==> src/rtl/pipe_stage_reg.sv <==
// Multi-lane pipeline stage register with valid/ready handshake, two-entry skid buffer,
// flush, and a saturating backpressure-cycle counter.
module pipe_stage_reg #(
    parameter int unsigned WIDTH         = 64,
    parameter int unsigned LANES         = 1,
    parameter int unsigned ZERO_ON_FLUSH = 1,
    parameter int unsigned CNT_W         = 16
) (
    input  logic                     clk,
    input  logic                     rst,
    input  logic [LANES-1:0]         in_valid,
    input  logic [LANES*WIDTH-1:0]   in_data,
    output logic                     in_ready,
    output logic [LANES-1:0]         out_valid,
    output logic [LANES*WIDTH-1:0]   out_data,
    input  logic                     out_ready,
    input  logic                     flush,
    output logic [1:0]               occupancy,
    output logic [CNT_W-1:0]         stall_cycles
);

    localparam int unsigned DW = LANES * WIDTH;
    localparam logic [CNT_W-1:0] STALL_MAX = '1;

    typedef enum logic [1:0] {
        EMPTY = 2'd0,
        ONE   = 2'd1,
        TWO   = 2'd2
    } state_t;

    state_t           state;
    logic [LANES-1:0] main_valid;
    logic [LANES-1:0] skid_valid;
    logic [DW-1:0]    main_data;
    logic [DW-1:0]    skid_data;

    logic in_any;
    logic out_any;
    logic in_fire;
    logic out_fire;

    // main_valid is kept all-zero whenever the stage is empty, so it drives out_valid directly.
    assign out_valid = main_valid;
    assign out_data  = main_data;
    assign occupancy = 2'(state);

    // Ready depends only on state and flush, never on out_ready.
    assign in_ready = !rst && !flush && (state != TWO);
    assign in_any   = |in_valid;
    assign out_any  = |main_valid;
    assign in_fire  = in_any && in_ready;
    assign out_fire = out_any && out_ready;

    // Stage state, storage and stall counter.
    always_ff @(posedge clk) begin
        if (rst) begin
            state        <= EMPTY;
            main_valid   <= '0;
            skid_valid   <= '0;
            main_data    <= '0;
            skid_data    <= '0;
            stall_cycles <= '0;
        end else begin
            if (out_any && !out_ready && !flush && (stall_cycles != STALL_MAX)) begin
                stall_cycles <= stall_cycles + CNT_W'(1);
            end

            if (flush) begin
                state      <= EMPTY;
                main_valid <= '0;
                skid_valid <= '0;
                if (ZERO_ON_FLUSH != 0) begin
                    main_data <= '0;
                    skid_data <= '0;
                end
            end else begin
                case (state)
                    EMPTY: begin
                        if (in_fire) begin
                            state      <= ONE;
                            main_valid <= in_valid;
                            main_data  <= in_data;
                        end
                    end
                    ONE: begin
                        if (in_fire && out_fire) begin
                            main_valid <= in_valid;
                            main_data  <= in_data;
                        end else if (in_fire) begin
                            state      <= TWO;
                            skid_valid <= in_valid;
                            skid_data  <= in_data;
                        end else if (out_fire) begin
                            // Payload is held; only the valids drop.
                            state      <= EMPTY;
                            main_valid <= '0;
                        end
                    end
                    TWO: begin
                        if (out_fire) begin
                            state      <= ONE;
                            main_valid <= skid_valid;
                            main_data  <= skid_data;
                            skid_valid <= '0;
                        end
                    end
                    default: begin
                        state      <= EMPTY;
                        main_valid <= '0;
                        skid_valid <= '0;
                    end
                endcase
            end
        end
    end

endmodule

==> config.mk <==
export PLATFORM = sky130hd
export DESIGN_NAME = pipe_stage_reg
export DESIGN_NICKNAME = d
export VERILOG_FILES = /design/src/rtl/pipe_stage_reg.sv
export SDC_FILE = /design/constraint.sdc
export NUM_CORES = 1
export LEC_CHECK = 0
export ABC_AREA = 1
export ABC_CLOCK_PERIOD_IN_PS = 3750
export CELL_PAD_IN_SITES_DETAIL_PLACEMENT = 0
export CELL_PAD_IN_SITES_GLOBAL_PLACEMENT = 1
export CORE_ASPECT_RATIO = 2
export CORE_UTILIZATION = 45
export CTS_BUF_LIST = sky130_fd_sc_hd__clkbuf_4
export DETAILED_ROUTE_END_ITERATION = 10
export DONT_BUFFER_PORTS = 1
export GPL_TIMING_DRIVEN = 0
export PLACE_DENSITY_LB_ADDON = 0.1
export SLEW_MARGIN = 40
export SYNTH_ARGS = -nofsm -noshare
export SYNTH_HDL_FRONTEND = slang
export SYNTH_SLANG_ARGS = --single-unit
==> constraint.sdc <==
create_clock -name clk -period 3.75 [get_ports clk]
set_input_delay 0.375 -clock clk [delete_from_list [all_inputs] [get_ports clk]]
set_output_delay 0.375 -clock clk [all_outputs]
set_load 0.01 [all_outputs]
; ---- Yosys cells after proc, flatten, opt, wreduce, memory -nomap -nowiden
; Cells that the tools add are included.
[word_totals]
regBits = 148
out_inout_bits = 84
elab_cells = 58
inputBits = 69
[op_classes]
mux = 18
eq_ne = 12
reduce_logical = 19
n_addsub = 1
bitwise = 2
[op_table]
columns = cell, count
row1 = 64-bit 2-to-1 mux, 3
row2 = 64-bit one-hot mux with 3 select lines, 1
row3 = "16-bit by 1-bit adder with 16-bit output, second input constant", 1
row4 = "16-bit inequality test, second input constant", 1
row5 = 4-bit AND reduction, 4
row6 = "2-bit inequality test, second input constant", 6
row7 = 2-bit 2-to-1 mux, 5
row8 = "3-bit inequality test, second input constant", 3
row9 = 1-bit logical AND, 8
row10 = 1-bit 2-to-1 mux, 6
row11 = 1-bit one-hot mux with 3 select lines, 2
row12 = 2-bit one-hot mux with 3 select lines, 1
row13 = 1-bit logical NOT, 3
row14 = 3-bit AND reduction, 1
row15 = 3-bit nonzero test, 1
row16 = "2-bit by 1-bit equality test with 1-bit output, second input constant", 1
row17 = "2-bit equality test, second input constant", 1
row18 = 2-bit logical NOT, 1
row19 = 1-bit inverter, 2
row20 = 2-bit OR reduction, 1

; ---- Depth between registers and ports, before layout
[depth]
depth_word = 7
depth_mapped = 10
mapped_depth_nobuf = 9

; ---- Least setup slack after synthesis
; No wires, ideal clock.
[synth_path]
path_type = register -> register
from = register stall_cycles[0]
to = register stall_cycles[0]
arrival_time_ps = 1602
slack_ps = 2032
setup_ps = 116
path_stages_with_launch = 10
synth_period_minus_slack_ps = 1718
required_ps = 3634
n_path_buf = 1
path_cell_list = dfxtp_1 -> ha_1 -> nand3_1 -> inv_1 -> nand2_1 -> o21ai_2 -> inv_1 -> buf_2 -> nor2_1 -> nor2_1
[synth_via]
elab_chain_cells = 2
elab_cells_between_ends = 3
classes_between = 1 x add/sub / 1 x eq/ne / 1 x reduce/logical
[synth_lines]
columns = element, line
row1 = "start, declared", 19  ; output logic [CNT_W-1:0] stall_cycles
row2 = "start signal, assigned", 65  ; stall_cycles <= stall_cycles + CNT_W'(1);
row3 = branches (longest 2 deep; another with 16-bit by 1-bit adder with 16-bit output), --
; Several ways; the timed one is not identified.
; A chain may end at the register's enable or synchronous reset.

; ---- Final worst setup path
[layout_path]
from = register state[1] (netlist: occupancy[1])
to = output port in_ready
[layout_via]
elab_chain_cells = 2
[layout_lines]
columns = element, line
row1 = "start, declared", 31  ; state_t state;
row2 = "start signal, assigned", 57  ; state <= EMPTY;
row3 = "start signal, assigned", 69  ; state <= EMPTY;
row4 = "start signal, assigned", 80  ; state <= ONE;
row5 = 2-bit inequality test, 48  ; assign in_ready = !rst && !flush && (state != TWO);
row6 = 1-bit logical AND, 48
row7 = "end, declared", 13  ; output logic in_ready,
; Every way passes these cells.

==> impl_metrics.tcl <==
set metrics [dict create \
    status "complete, no violations" \
    root_buffer "clkbuf_4" \
    grt_util_all_layers_pct 25.83 \
    min_path_type "in -> reg" \
    rsz0062_at_grt "false" \
    grt_pass1_wl_mm 29.20 \
    clock_skew_ns 0.01331 \
    slowest_delay_ns 0.58 \
    finalMaxSlewViolations 0 \
    final_nets 1072 \
    cts_tree "done" \
    p_per_area_mw_per_mm2 403.2 \
    core_area_sq_mm 0.01381 \
    drtAntennaViolNets 0 \
    cp_num_buf_inv 2 \
    setup_viol 0 \
    holdCritStartpoint "in_data[27]" \
    cap_violations 0 \
    ys_ff_latch 148 \
    gp_congestion 0.8328 \
    critical_path_class "reg -> out" \
    initial_utilization_pct 45.95 \
    ys_warn_count 0 \
    io_pins 153 \
    synth.area.top_cells "dfxtp_1, nor2_1, nand2_1, o21ai_0, o21ai_1" \
    synth_top_family_by_area "simple AND/OR/NAND/NOR gates" \
    syn_area_sq_mm 0.006347 \
    critical-path-slowest-cell "dfxtp_1" \
    drive_gt1_share_pct 7.002 \
    fin_crit_sh_pct 61.90 \
    synthesis.nets 993 \
    dieArea_sq_mm 0.01461 \
    synth_xor_area_share_pct 0.9659 \
    tns_ns 0 \
    clk_latency_ns 0.56 \
    synth-edff-count 0 \
    path_clk_slew_ns 0.12 \
    ir_drop_mv 0.2865 \
    synth.top_cells.by_count "nor2_1, nand2_1, dfxtp_1" \
    postSynthCellCount 923 \
    cts_sinks 148 \
    crit_start "occupancy[1]" \
    synth_most_common_cell "nor2_1" \
    first_iter_violations 221 \
    synth_fa_ha_area_share_pct 0.1971 \
    synth_simple_gate_area_share_pct 25.51 \
    p_leak_nw 2.967 \
    async_flop_share_pct 0 \
    routed_wl_mm 18.50 \
    synth_compound_area_share_pct 18.29 \
    max_clock_freq_mhz 430.8 \
    cp_max_fo 10 \
    tightestPinTransition_ns 0.6455 \
    rows 61 \
    viasPerCell 5.114 \
    crit_family "flip-flops" \
    dr.pass1.iters 5 \
    grt_antenna_before_repair 1 \
    dr_total_vias 6157 \
    finalCriticalPeriod_ns 2.321 \
    syn_to_final_growth_pct 18.17 \
    die_width_um 85.98 \
    grt_overflow 0 \
    worstSetupEndpointType "primary output" \
    yosysTopAreaCellShare_pct 46.68 \
    worstPathCellList "nand2_2, inv_1, clkbuf_1, nor2_1" \
    synthMuxAreaShare_pct 0 \
    synth.distinct_cells 29 \
    drcViolationCount 0 \
    dp_hpwl_mm 13.35 \
    cp_data_required_time_ns 3.38 \
    clock_path_buffers 2 \
    rr_startpoint "stall_cycles[0]" \
    synth.avg_cell_area_sq_um 6.877 \
    htree_num_levels 4 \
    synth-main-ff-cell "dfxtp_1" \
    synth.largest_area_cell "dfxtp_1" \
    hold_violations 0 \
    slew_headroom_pct 56.96 \
    power_mw 3.025 \
    first_global_vias 6215 \
    die_y_um 170.0 \
    ys_seq_area_share_pct 46.68 \
    worstPathArrival_ns 1.95 \
    cts_made_buffers 17 \
    routedWlPerCell_um 15.37 \
    port-buffer-count 0 \
    grt_max_degree 17 \
    crit_path_start_kind "flip-flop" \
]
registers in the layout, indices dropped and copies added, names as in the netlist:
| signal | flops |
|---|---|
| skid_valid | 1 |
| occupancy | 2 |
| skid_data | 64 |
| out_data | 64 |
| stall_cycles | 16 |
| out_valid | 1 |
worst register-to-register path, delay by kind of cell (launching register included):
family | cells | cell delay (ns)
flip-flops | 1 | 0.53
buffers and inverters | 3 | 0.52
AND/OR/NAND/NOR | 3 | 0.33
AO/OA/AOI/OAI | 2 | 0.33
adder cells (fa/ha/maj) | 1 | 0.31
worst paths after layout:
check	to	slack, ns	depth (start not counted)
max	in_ready	1.43	4
min	skid_data[27]	0.03	2
max reg2reg	stall_cycles[3]	1.62	9
min reg2reg	skid_data[36]	0.46	2
report_power, final:
part | internal, mW | leakage [nW] | switching, mW
logic | 0.116 | 1.62 | 0.155
registers | 1.61 | 1.20 | 0.0382
clock network | 0.520 | 0.147 | 0.590
layout make-up:
cell class	instances	area, sq um
Fill cell	1386	6314
Sequential cell	148	2963
Multi-Input combinational cell	656	2854
Timing Repair Buffer	60	600.6
Buffer	57	297.8
Tap cell	189	236.5
Inverter	62	232.7
Clock inverter	14	186.4
Clock buffer	17	127.6
Antenna cell	1	2.502
placed cells by master (no fill, tap or decap), drive strengths merged, types with 2 or more instances in the layout:
cell	instances
bufinv	4
nand2	192
xor2	2
nand4	6
nand3	6
clkinvlp	6
inv	63
clkinv	3
dfxtp	148
a21oi	52
buf	28
xnor2	5
clkbuf	46
dlygate4sd3	60
o21ai	174
nor2	213
cells by family (layout without fill, tap and decap cells):
kind of cell,after synthesis,in the layout
compound gates,229,229
xor+xnor,7,7
fa+ha+maj,1,1
buf+inv,119,210
flops,148,148
other cells,0,1
simple gates,419,419
per-stage QoR:
stage | hold slack [ns] | utilization [%] | instance area [sq um] | std cells | worst slack (ns)
2_1_floorplan | 0.4246 | - | 6347 | 923 | 2.032
3_3_place_gp | 0.4343 | 47.66 | 6584 | 1112 | 1.655
3_5_place_dp | 0.4388 | 47.66 | 6584 | 1112 | 1.631
4_1_cts | 0.003576 | 54.28 | 7498 | 1203 | 1.368
5_1_grt | 0.006796 | 54.30 | 7501 | 1204 | 1.257
6_report | 0.02771 | 54.30 | 7501 | 1204 | 1.429
repair_timing:
| item | 4_1_cts | 5_1_grt |
|---|---|---|
| setup buffers | 0 | 0 |
| gates resized for setup | 0 | 0 |
| endpoints found under the hold margin | 65 | 0 |
| hold buffers | 60 | 0 |
layer usage:
layer  GRT usage, %  wire, um
met1          22.92      6352
met2          50.93     10440
met3          6.693      1077
met4          13.77       635
met5              0         0
Note: power is estimated with default switching activity, not from simulation.
